<file path="config.mk">
export PLATFORM = sky130hd
export DESIGN_NAME = dual_issue_scheduler
export DESIGN_NICKNAME = d
export VERILOG_FILES = /design/src/rtl/dual_issue_scheduler.sv
export SDC_FILE = /design/constraint.sdc
export NUM_CORES = 1
export LEC_CHECK = 0
export ABC_AREA = 1
export BUFFER_PORTS_ARGS = -buffer_cell sky130_fd_sc_hd__buf_4
export CAP_MARGIN = 20
export CORE_UTILIZATION = 50
export CTS_CLUSTER_SIZE = 30
export DETAILED_ROUTE_END_ITERATION = 8
export PLACE_DENSITY_LB_ADDON = 0.2
export SETUP_SLACK_MARGIN = 0.4
export SYNTH_ARGS = -nofsm -noshare
export SYNTH_HDL_FRONTEND = slang
export SYNTH_SLANG_ARGS = --single-unit
</file>
<file path="constraint.sdc">
create_clock -name clock -period 4 [get_ports clock]
set_input_delay 0.4 -clock clock [delete_from_list [all_inputs] [get_ports clock]]
set_output_delay 0.4 -clock clock [all_outputs]
set_load 0.01 [all_outputs]
</file>
<file path="src/rtl/dual_issue_scheduler.sv">
`default_nettype none
// ============================================================================
// Module   : dual_issue_scheduler
// Purpose  : Fetch-side issue queue that feeds two ID/EX slots, pairing the
//            head and head+1 entries when the pair is hazard free. Optional
//            issue statistics are enabled with SCHED_STATS_EN.
// Revision : 1.0 - initial release
// ============================================================================
module dual_issue_scheduler #(
   parameter int DEPTH      = 4,
   parameter int SHADOW_CYC = 1
) (
   input  logic                     clock,
   input  logic                     reset,
   input  logic [1:0]               in_valid,
   input  logic [31:0]              in_instr0,
   input  logic [31:0]              in_instr1,
   input  logic [5:0]               in_pc0,
   input  logic [5:0]               in_pc1,
   input  logic [7:0]               in_meta0,
   input  logic [7:0]               in_meta1,
   output logic                     in_ready,
   input  logic                     issue_stall,
   input  logic                     flush,
   output logic                     iss0_valid,
   output logic [31:0]              iss0_instr,
   output logic [5:0]               iss0_pc,
   output logic                     iss1_valid,
   output logic [31:0]              iss1_instr,
   output logic [5:0]               iss1_pc,
   output logic [$clog2(DEPTH):0]   count
`ifdef SCHED_STATS_EN
   ,output logic [15:0]             dual_cnt
   ,output logic [15:0]             single_cnt
`endif
);

   localparam int AW = $clog2(DEPTH);
   localparam int CW = AW + 1;
   localparam int SW = (SHADOW_CYC > 0) ? $clog2(SHADOW_CYC + 1) : 1;

   localparam logic [1:0]    c_CLS_ALU  = 2'b00;
   localparam logic [1:0]    c_CLS_CTRL = 2'b10;
   localparam logic [1:0]    c_CLS_NOP  = 2'b11;
   localparam logic [AW-1:0] c_ONE      = AW'(1);

   typedef enum logic [0:0] {RUN = 1'b0, SHADOW = 1'b1} state_t;

   logic [31:0]   r_instr [DEPTH];
   logic [5:0]    r_pc    [DEPTH];
   logic [7:0]    r_meta  [DEPTH];
   logic [AW-1:0] r_rdPtr, r_wrPtr;
   logic [CW-1:0] r_count;
   logic [SW-1:0] r_shadowCnt;
   state_t        r_state;

   logic [AW-1:0] w_rdPtr1, w_wrPtr1;
   logic [CW-1:0] w_pushCnt, w_popCnt;
   logic          w_push0, w_push1, w_ctrlPop;
   logic [1:0]    w_hCls, w_nCls;
   logic [4:0]    w_hDst, w_nDst, w_nRs, w_nRt;
   logic          w_nUsesRt, w_raw, w_waw;

   assign w_rdPtr1 = r_rdPtr + c_ONE;
   assign w_wrPtr1 = r_wrPtr + c_ONE;

   assign in_ready = (r_count <= CW'(DEPTH - 2));
   assign count    = r_count;

   assign w_push0 = in_ready && in_valid[0] && !flush;
   assign w_push1 = w_push0 && in_valid[1];

   // meta layout: {cls[7:6], dst[5:1], uses_rt[0]}
   assign w_hCls    = r_meta[r_rdPtr][7:6];
   assign w_hDst    = r_meta[r_rdPtr][5:1];
   assign w_nCls    = r_meta[w_rdPtr1][7:6];
   assign w_nDst    = r_meta[w_rdPtr1][5:1];
   assign w_nUsesRt = r_meta[w_rdPtr1][0];
   assign w_nRs     = r_instr[w_rdPtr1][25:21];
   assign w_nRt     = r_instr[w_rdPtr1][20:16];

   assign w_raw = (w_hDst != 5'd0) &&
                  ((w_nRs == w_hDst) || (w_nUsesRt && (w_nRt == w_hDst)));
   assign w_waw = (w_hDst != 5'd0) && (w_nDst == w_hDst);

   assign iss0_valid = (r_count != '0) && (r_state == RUN);
   assign iss1_valid = iss0_valid && (r_count >= CW'(2)) &&
                       (w_hCls != c_CLS_CTRL) &&
                       ((w_nCls == c_CLS_ALU) || (w_nCls == c_CLS_NOP)) &&
                       !w_raw && !w_waw;

   assign iss0_instr = r_instr[r_rdPtr];
   assign iss0_pc    = r_pc[r_rdPtr];
   assign iss1_instr = r_instr[w_rdPtr1];
   assign iss1_pc    = r_pc[w_rdPtr1];

   // Slot 1 never carries CTRL, so only the head can open a shadow window.
   assign w_ctrlPop = !issue_stall && iss0_valid && (w_hCls == c_CLS_CTRL);

   always_comb begin
      w_pushCnt = '0;
      if (in_ready && in_valid[0])
         w_pushCnt = in_valid[1] ? CW'(2) : CW'(1);
   end

   always_comb begin
      w_popCnt = '0;
      if (!issue_stall)
         w_popCnt = CW'(iss0_valid) + CW'(iss1_valid);
   end

   always_ff @(posedge clock) begin
      if (w_push0) begin
         r_instr[r_wrPtr] <= in_instr0;
         r_pc[r_wrPtr]    <= in_pc0;
         r_meta[r_wrPtr]  <= in_meta0;
      end
      if (w_push1) begin
         r_instr[w_wrPtr1] <= in_instr1;
         r_pc[w_wrPtr1]    <= in_pc1;
         r_meta[w_wrPtr1]  <= in_meta1;
      end
   end

   always_ff @(posedge clock or negedge reset) begin
      if (!reset) begin
         r_rdPtr     <= '0;
         r_wrPtr     <= '0;
         r_count     <= '0;
         r_state     <= RUN;
         r_shadowCnt <= '0;
      end else if (flush) begin
         r_rdPtr     <= '0;
         r_wrPtr     <= '0;
         r_count     <= '0;
         r_state     <= RUN;
         r_shadowCnt <= '0;
      end else begin
         r_wrPtr <= r_wrPtr + AW'(w_pushCnt);
         r_rdPtr <= r_rdPtr + AW'(w_popCnt);
         r_count <= r_count + w_pushCnt - w_popCnt;
         case (r_state)
            RUN: begin
               if (w_ctrlPop && (SHADOW_CYC > 0)) begin
                  r_state     <= SHADOW;
                  r_shadowCnt <= SW'(SHADOW_CYC);
               end
            end
            SHADOW: begin
               if (r_shadowCnt <= SW'(1)) begin
                  r_state     <= RUN;
                  r_shadowCnt <= '0;
               end else begin
                  r_shadowCnt <= r_shadowCnt - SW'(1);
               end
            end
            default: r_state <= RUN;
         endcase
      end
   end

`ifdef SCHED_STATS_EN
   logic [15:0] r_dualCnt, r_singleCnt;
   logic        w_issued2, w_issued1;

   assign w_issued2 = !issue_stall && iss1_valid;
   assign w_issued1 = !issue_stall && iss0_valid && !iss1_valid;

   always_ff @(posedge clock or negedge reset) begin
      if (!reset) begin
         r_dualCnt   <= '0;
         r_singleCnt <= '0;
      end else if (flush) begin
         r_dualCnt   <= '0;
         r_singleCnt <= '0;
      end else begin
         if (w_issued2 && (r_dualCnt != 16'hFFFF))
            r_dualCnt <= r_dualCnt + 16'd1;
         if (w_issued1 && (r_singleCnt != 16'hFFFF))
            r_singleCnt <= r_singleCnt + 16'd1;
      end
   end

   assign dual_cnt   = r_dualCnt;
   assign single_cnt = r_singleCnt;
`endif

endmodule
`default_nettype wire

</file>
==> results.json, run 1 <==
{
  "finalSetupViolCount": 0,
  "syn_inst": 1265,
  "drtIter0Drc": 747,
  "antenna_found_initial": 0,
  "max_slew.worst_pin.slew_ps": 953.6,
  "rsz0062_at_grt": "false",
  "wl_per_cell_um": 18.84,
  "max_slew_margin": 0.3643,
  "ys_ff_latch": 192,
  "startpoint_type": "register",
  "multi_input_area_um2": 4348,
  "path_cells": "nor2_4 > buf_6 > clkbuf_16 > nor2_4 > nand2_1 > nand3_2 > xor2_1 > nand3_1 > nor3_2 > nor2_4 > ha_2 > inv_1 > nor2_2 > ha_1 > inv_1 > ha_1 > inv_1 > fa_2 > xor2_1 > nor2_1",
  "max_freq_ghz": 0.2804,
  "finalCritPeriodShare": 0.8916,
  "overflow": 0,
  "antenna_cells": 0,
  "viasPerCell": 5.694,
  "ys_async_sr_fraction": 0.04167,
  "areaGrowthSynthToFinish_pct": 25.89,
  "initial_utilization": 0.5109,
  "ys_warn_count": 0,
  "synth-seq-area-share": 0.5315,
  "dp_cells": 1661,
  "routed-wl-met3_mm": 2.861,
  "required_ps": 4360,
  "grt_pass1_wl_mm": 46.68,
  "cts_tree": "done",
  "clk_pin_slew_ps": 70,
  "crit_fanout": 6,
  "syn-num-nets": 1370,
  "cts_buffers": 17,
  "critPathKind": "reg -> reg",
  "clkSinkCount": 192,
  "finalMaxSlewViolations": 0,
  "syn-cell-area_um2": 10770,
  "dr.max_layer_used": "met4",
  "layout_min_cycle_time_ps": 3566,
  "synth.most_common_cell": "nand2_1",
  "synthMuxAreaShare": 0,
  "cts_max_path_buffers": 2,
  "total_power_mw": 9.192,
  "synth_area_leaders": "edfxtp_1 (51%), nand2_1 (14%), o21ai_0 (9.1%)",
  "p_leak_nw": 6.028,
  "synth_ff_type": "edfxtp_1",
  "seq_area_um2": 5728,
  "die_x_um": 148.8,
  "cp-end-kind": "register",
  "insertion_delay_ps": 450,
  "fin_cells": 1723,
  "core_um2": 21090,
  "grtUsageTotal": 0.2802,
  "routabilityCongestion": 0.9039,
  "drt-pass1-iter-count": 6,
  "ys_types": 35,
  "clock-root-buffer": "clkbuf_16",
  "ctsHtreeMaxLevel": 4,
  "hpwl_mm": 19.25,
  "fin_setup_tns_ps": 0,
  "grt_max_degree": 93,
  "nets": 1540,
  "irDropWorstVdd_mv": 0.3678,
  "wl_mm": 32.46,
  "row_count": 53,
  "die_y_um": 148.8,
  "yosys.area.top_type_share": 0.5129,
  "wl_met2_mm": 16.41,
  "drv_cap": 0,
  "hold_viol": 0,
  "syn_avg_cell_area_um2": 8.516,
  "status": "complete, no violations",
  "io_buffers": 179,
  "postRouteAntennaNets": 0,
  "synth-edff-count": 184,
  "drc": 0,
  "synth_compound_area_frac": 0.1765,
  "crit_arrival_ps": 3930,
  "drive_gt1_frac": 0.2210,
  "worst_path_max_delay_cell": "dfrtp_2",
  "io_pins": 180,
  "cpPeakStageDelay_ps": 500,
  "hold_class": "in -> reg",
  "n_fill_cell": 1759,
  "synthXorXnorAreaFrac": 0.008130,
  "skew_ps": 17.79,
  "synth_fa_ha_area_frac": 0.009524,
  "met1Wirelength_mm": 12.09,
  "vias": 9810,
  "synth_top_family_by_area": "simple AND/OR/NAND/NOR gates",
  "p_per_area_nw_per_um2": 677.8,
  "grt_pass1_vias": 9019,
  "die_area_um2": 22140,
  "synthTopCellsByCount": "nand2_1 (411), o21ai_0 (196), edfxtp_1 (184)",
  "synth_area_leader_cell": "edfxtp_1",
  "synth-simple-area-share": 0.1889
}
## registers in the layout (all words and copies together) (netlist names)
name	flops
r_rdPtr	2
r_meta	32
count	3
r_state	1
r_pc	24
r_instr	128
r_wrPtr	2
## critical path, delay by kind of cell (launching register included)
kind | cells | cell delay, ps
buffers and inverters | 5 | 430
flip-flops | 1 | 500
AND/OR/NAND/NOR | 9 | 1180
XOR/XNOR | 2 | 360
adder cells (fa/ha/maj) | 4 | 1010
## cells by family after synthesis
group	after synthesis
AND/OR/NAND/NOR	512
AO/OA/AOI/OAI	314
buffers and inverters	230
flip-flops	192
XOR/XNOR	10
adder cells (fa/ha/maj)	7
## report_power, final
group,internal (mW),total [mW],switching [mW]
Combinational,2.12,4.98,2.87
Clock,0.843,1.69,0.850
Sequential,2.41,2.52,0.108
Total,5.37,9.19,3.82
## metrics by stage
step	hold slack [ps]	utilization	area, um^2	setup WS (ps)
finish	187.1	0.6431	13560	433.7
global route	179.5	0.6431	13560	209.8
CTS	153.6	0.6167	13010	420.5
detailed placement	232.0	0.5879	12400	381.1
global placement	231.0	0.5879	12400	408.4
floorplan	104.4	-	10770	729.2
## worst paths after layout
path                        startpoint  slack [ps]          to  cells past startpoint
min in group asynchronous        reset         320  r_wrPtr[0]                      2
hold reg to reg                r_state         600     r_state                      3
max in group asynchronous        reset        3520  r_rdPtr[0]                      2
hold / removal             issue_stall         190     r_state                      2
setup reg to reg            r_rdPtr[1]         430    count[2]                     20
setup / recovery            r_rdPtr[1]         430    count[2]                     20
## per-layer routing
layer  up-vias  global-route usage
met4         0              0.1097
met5         -                   0
met2       511              0.5023
met3        83             0.06330
li1       4670                   -
met1      4546              0.3240
## layout by cell type, fill, tap and decap left out, types with 5 or more instances in the layout
cell type,n
buf_6,5
buf_12,7
nand2_2,19
xor2_1,8
buf_4,209
clkinv_8,6
clkbuf_16,22
o2111ai_1,14
nand3_1,31
o21ai_0,195
edfxtp_1,184
nand2_1,391
nor2_1,31
nor2_2,7
dfrtp_1,6
nor2_4,7
o21ai_1,5
a22oi_1,50
nand4_1,11
o221ai_1,31
inv_1,140
o22ai_1,8
## final cells by class
cell class                      count  area share
Timing Repair Buffer              231      0.1446
Inverter                          149     0.04318
Sequential cell                   192      0.4224
Clock inverter                     14     0.01227
Clock buffer                       18     0.03164
Multi-Input combinational cell    844      0.3206
Tap cell                          275     0.02537
## what timing repair did
| item | 4_1_cts | 5_1_grt |
|---|---|---|
| endpoints found under the hold margin | 8 | 0 |
| hold buffers | 1 | 0 |
| setup endpoints to repair | 1 | 2 |
| pin swaps | 0 | 28 |
| gates cloned | 0 | 6 |
| resized for setup | 1 | 74 |
| buffers inserted | 0 | 23 |
(Power assumes the default switching activity.)
==> run 2: changes to the inputs <==
Settings changed: CORE_UTILIZATION 50 to 45, RECOVER_POWER set to 100.
==> results.json, run 2 (same netlist as run 1, synthesis figures left out) <==
{
  "top_register": "r_instr",
  "initial_utilization": 0.4590,
  "grt_pass1_wl_mm": 48.70,
  "drt-pass1-iter-count": 5,
  "p_clk_frac": 0.206,
  "core_um2": 23470,
  "areaGrowthSynthToFinish_pct": 20.38,
  "p_seq_frac": 0.299,
  "place_area_um2": 12480,
  "hold_class": "in -> reg",
  "die_y_um": 156.7,
  "wl_per_cell_um": 18.04,
  "cts_tree": "done",
  "finalMaxSlewViolations": 0,
  "drc": 0,
  "fin_area_um2": 12970,
  "max_freq_ghz": 0.2813,
  "nets": 1531,
  "drtIter0Drc": 696,
  "final_cell_mix": "nand2_1 (409), o21ai_0 (197), edfxtp_1 (184)",
  "ctsHtreeMaxLevel": 4,
  "grtUsageTotal": 0.2626,
  "r2r_setup_slack_ps": 440,
  "row_count": 56,
  "layout_min_cycle_time_ps": 3555,
  "largest_register_ffs": 128,
  "wl_mm": 31.71,
  "die_x_um": 156.7,
  "postRouteAntennaNets": 0,
  "n_fill_cell": 2174,
  "clk_pin_slew_ps": 80,
  "startpoint_type": "register",
  "clkSinkCount": 192,
  "largestRegisters": "r_instr: 128 flops, r_meta: 32 flops, r_pc: 24 flops",
  "grt_pass1_vias": 9256,
  "drive_gt1_frac": 0.1425,
  "dp_cells": 1712,
  "antenna_cells": 0,
  "cp-end-kind": "register",
  "antenna_found_initial": 0,
  "p_per_area_nw_per_um2": 643.3,
  "fin_cells": 1758,
  "hpwl_mm": 20.99,
  "cts_max_path_buffers": 2,
  "crit_arrival_ps": 3930,
  "p_comb_frac": 0.495,
  "irDropWorstVdd_mv": 0.2830,
  "holdWs_ps": 169.4,
  "fin_setup_tns_ps": 0,
  "worst_slack_ps": 444.6,
  "insertion_delay_ps": 440,
  "viasPerCell": 5.471,
  "routabilityCongestion": 0.8959,
  "clock-root-buffer": "clkbuf_16",
  "vias": 9618,
  "max_slew_margin": 0.2786,
  "grt_max_degree": 93,
  "place_ws_ps": 342.3,
  "critPathKind": "reg -> reg",
  "finalSetupViolCount": 0,
  "p_int_mw": 4.733,
  "crit_fanout": 14,
  "cts_buffers": 17,
  "overflow": 0,
  "io_buffers": 179,
  "drv_cap": 0,
  "power.net_switching_mw": 3.609,
  "final_common_cell": "nand2_1",
  "max_slew.worst_pin.slew_ps": 1082,
  "rsz0062_at_grt": "false",
  "skew_ps": 13.85,
  "final_util": 0.5525,
  "required_ps": 4370,
  "p_leak_nw": 5.664,
  "status": "complete, no violations",
  "hold_viol": 0,
  "p_sw_frac": 0.4326,
  "io_pins": 180,
  "die_area_um2": 24560,
  "finalCritPeriodShare": 0.8888,
  "total_power_mw": 8.342
}
## run 2: cell types whose count changed in the layout (fill, tap and decap cells not counted), sizes merged
cell and delta:
nor2 -1, buf -81, inv +2, clkinvlp -1, clkbuf +72
## run 2: cell type report
| class | count | area, um^2 | area share |
|---|---|---|---|
| Multi-Input combinational cell | 843 | 4200 | 0.3239 |
| Tap cell | 319 | 399.1 | 0.03078 |
| Inverter | 149 | 570.5 | 0.04399 |
| Sequential cell | 192 | 5725 | 0.4415 |
| Timing Repair Buffer | 223 | 1468 | 0.1132 |
| Clock inverter | 15 | 180.2 | 0.01389 |
| Clock buffer | 17 | 425.4 | 0.03280 |
## run 2: power groups by stage
| stage | clock network, mW | registers [mW] | logic (mW) |
|---|---|---|---|
| after floorplan | 0 | 2.52 | 2.42 |
| after global placement | 0 | 2.54 | 4.25 |
| after detailed placement | 0 | 2.54 | 4.29 |
| after CTS | 1.73 | 2.50 | 4.36 |
| after global routing | 1.82 | 2.51 | 4.51 |
| final | 1.72 | 2.50 | 4.13 |
## run 2: metal layers
metal,part of all wire,global-route usage
met1,0.40,0.3141
met2,0.50,0.4554
met3,0.078,0.05622
met4,0.031,0.1111
met5,0,0
## run 2: final timing paths
| check | startpoint | to | cells after the start |
|---|---|---|---|
| worst min-delay path | issue_stall | r_state | 2 |
| worst min register to register | r_state | r_state | 3 |
| worst max-delay path | r_rdPtr[1] | count[2] | 23 |
| worst max register to register | r_rdPtr[1] | count[2] | 23 |
| min in group asynchronous | reset | count[1] | 2 |
| max in group asynchronous | reset | r_rdPtr[0] | 2 |
## run 2: worst max-delay path, stage by stage, from the launching register on
cell        delay, ps
dfrtp_1           460
nor2_4            220
buf_12            160
clkinvlp_2        200
nand2_1           130
nand2_1            50
nand2_1           110
nand2_1            70
nand2_1            50
nor2_1             40
nand3_1            80
nand2_1            60
nand2_1            50
nand2_1            40
nor2_1            180
ha_1              180
inv_1              40
nor2_1            140
inv_1              70
fa_1              480
inv_1              50
fa_1              370
xor2_1            160
nor2_1            100
## run 2: what timing repair did
item | 4_1_cts | 5_1_grt
endpoints found under the hold margin | 8 | 0
hold buffers | 1 | 0
setup buffers | 5 | 7
resized for setup | 2 | 15
gates cloned | 0 | 1
setup endpoints to repair | 2 | 2
pin swaps | 2 | 2
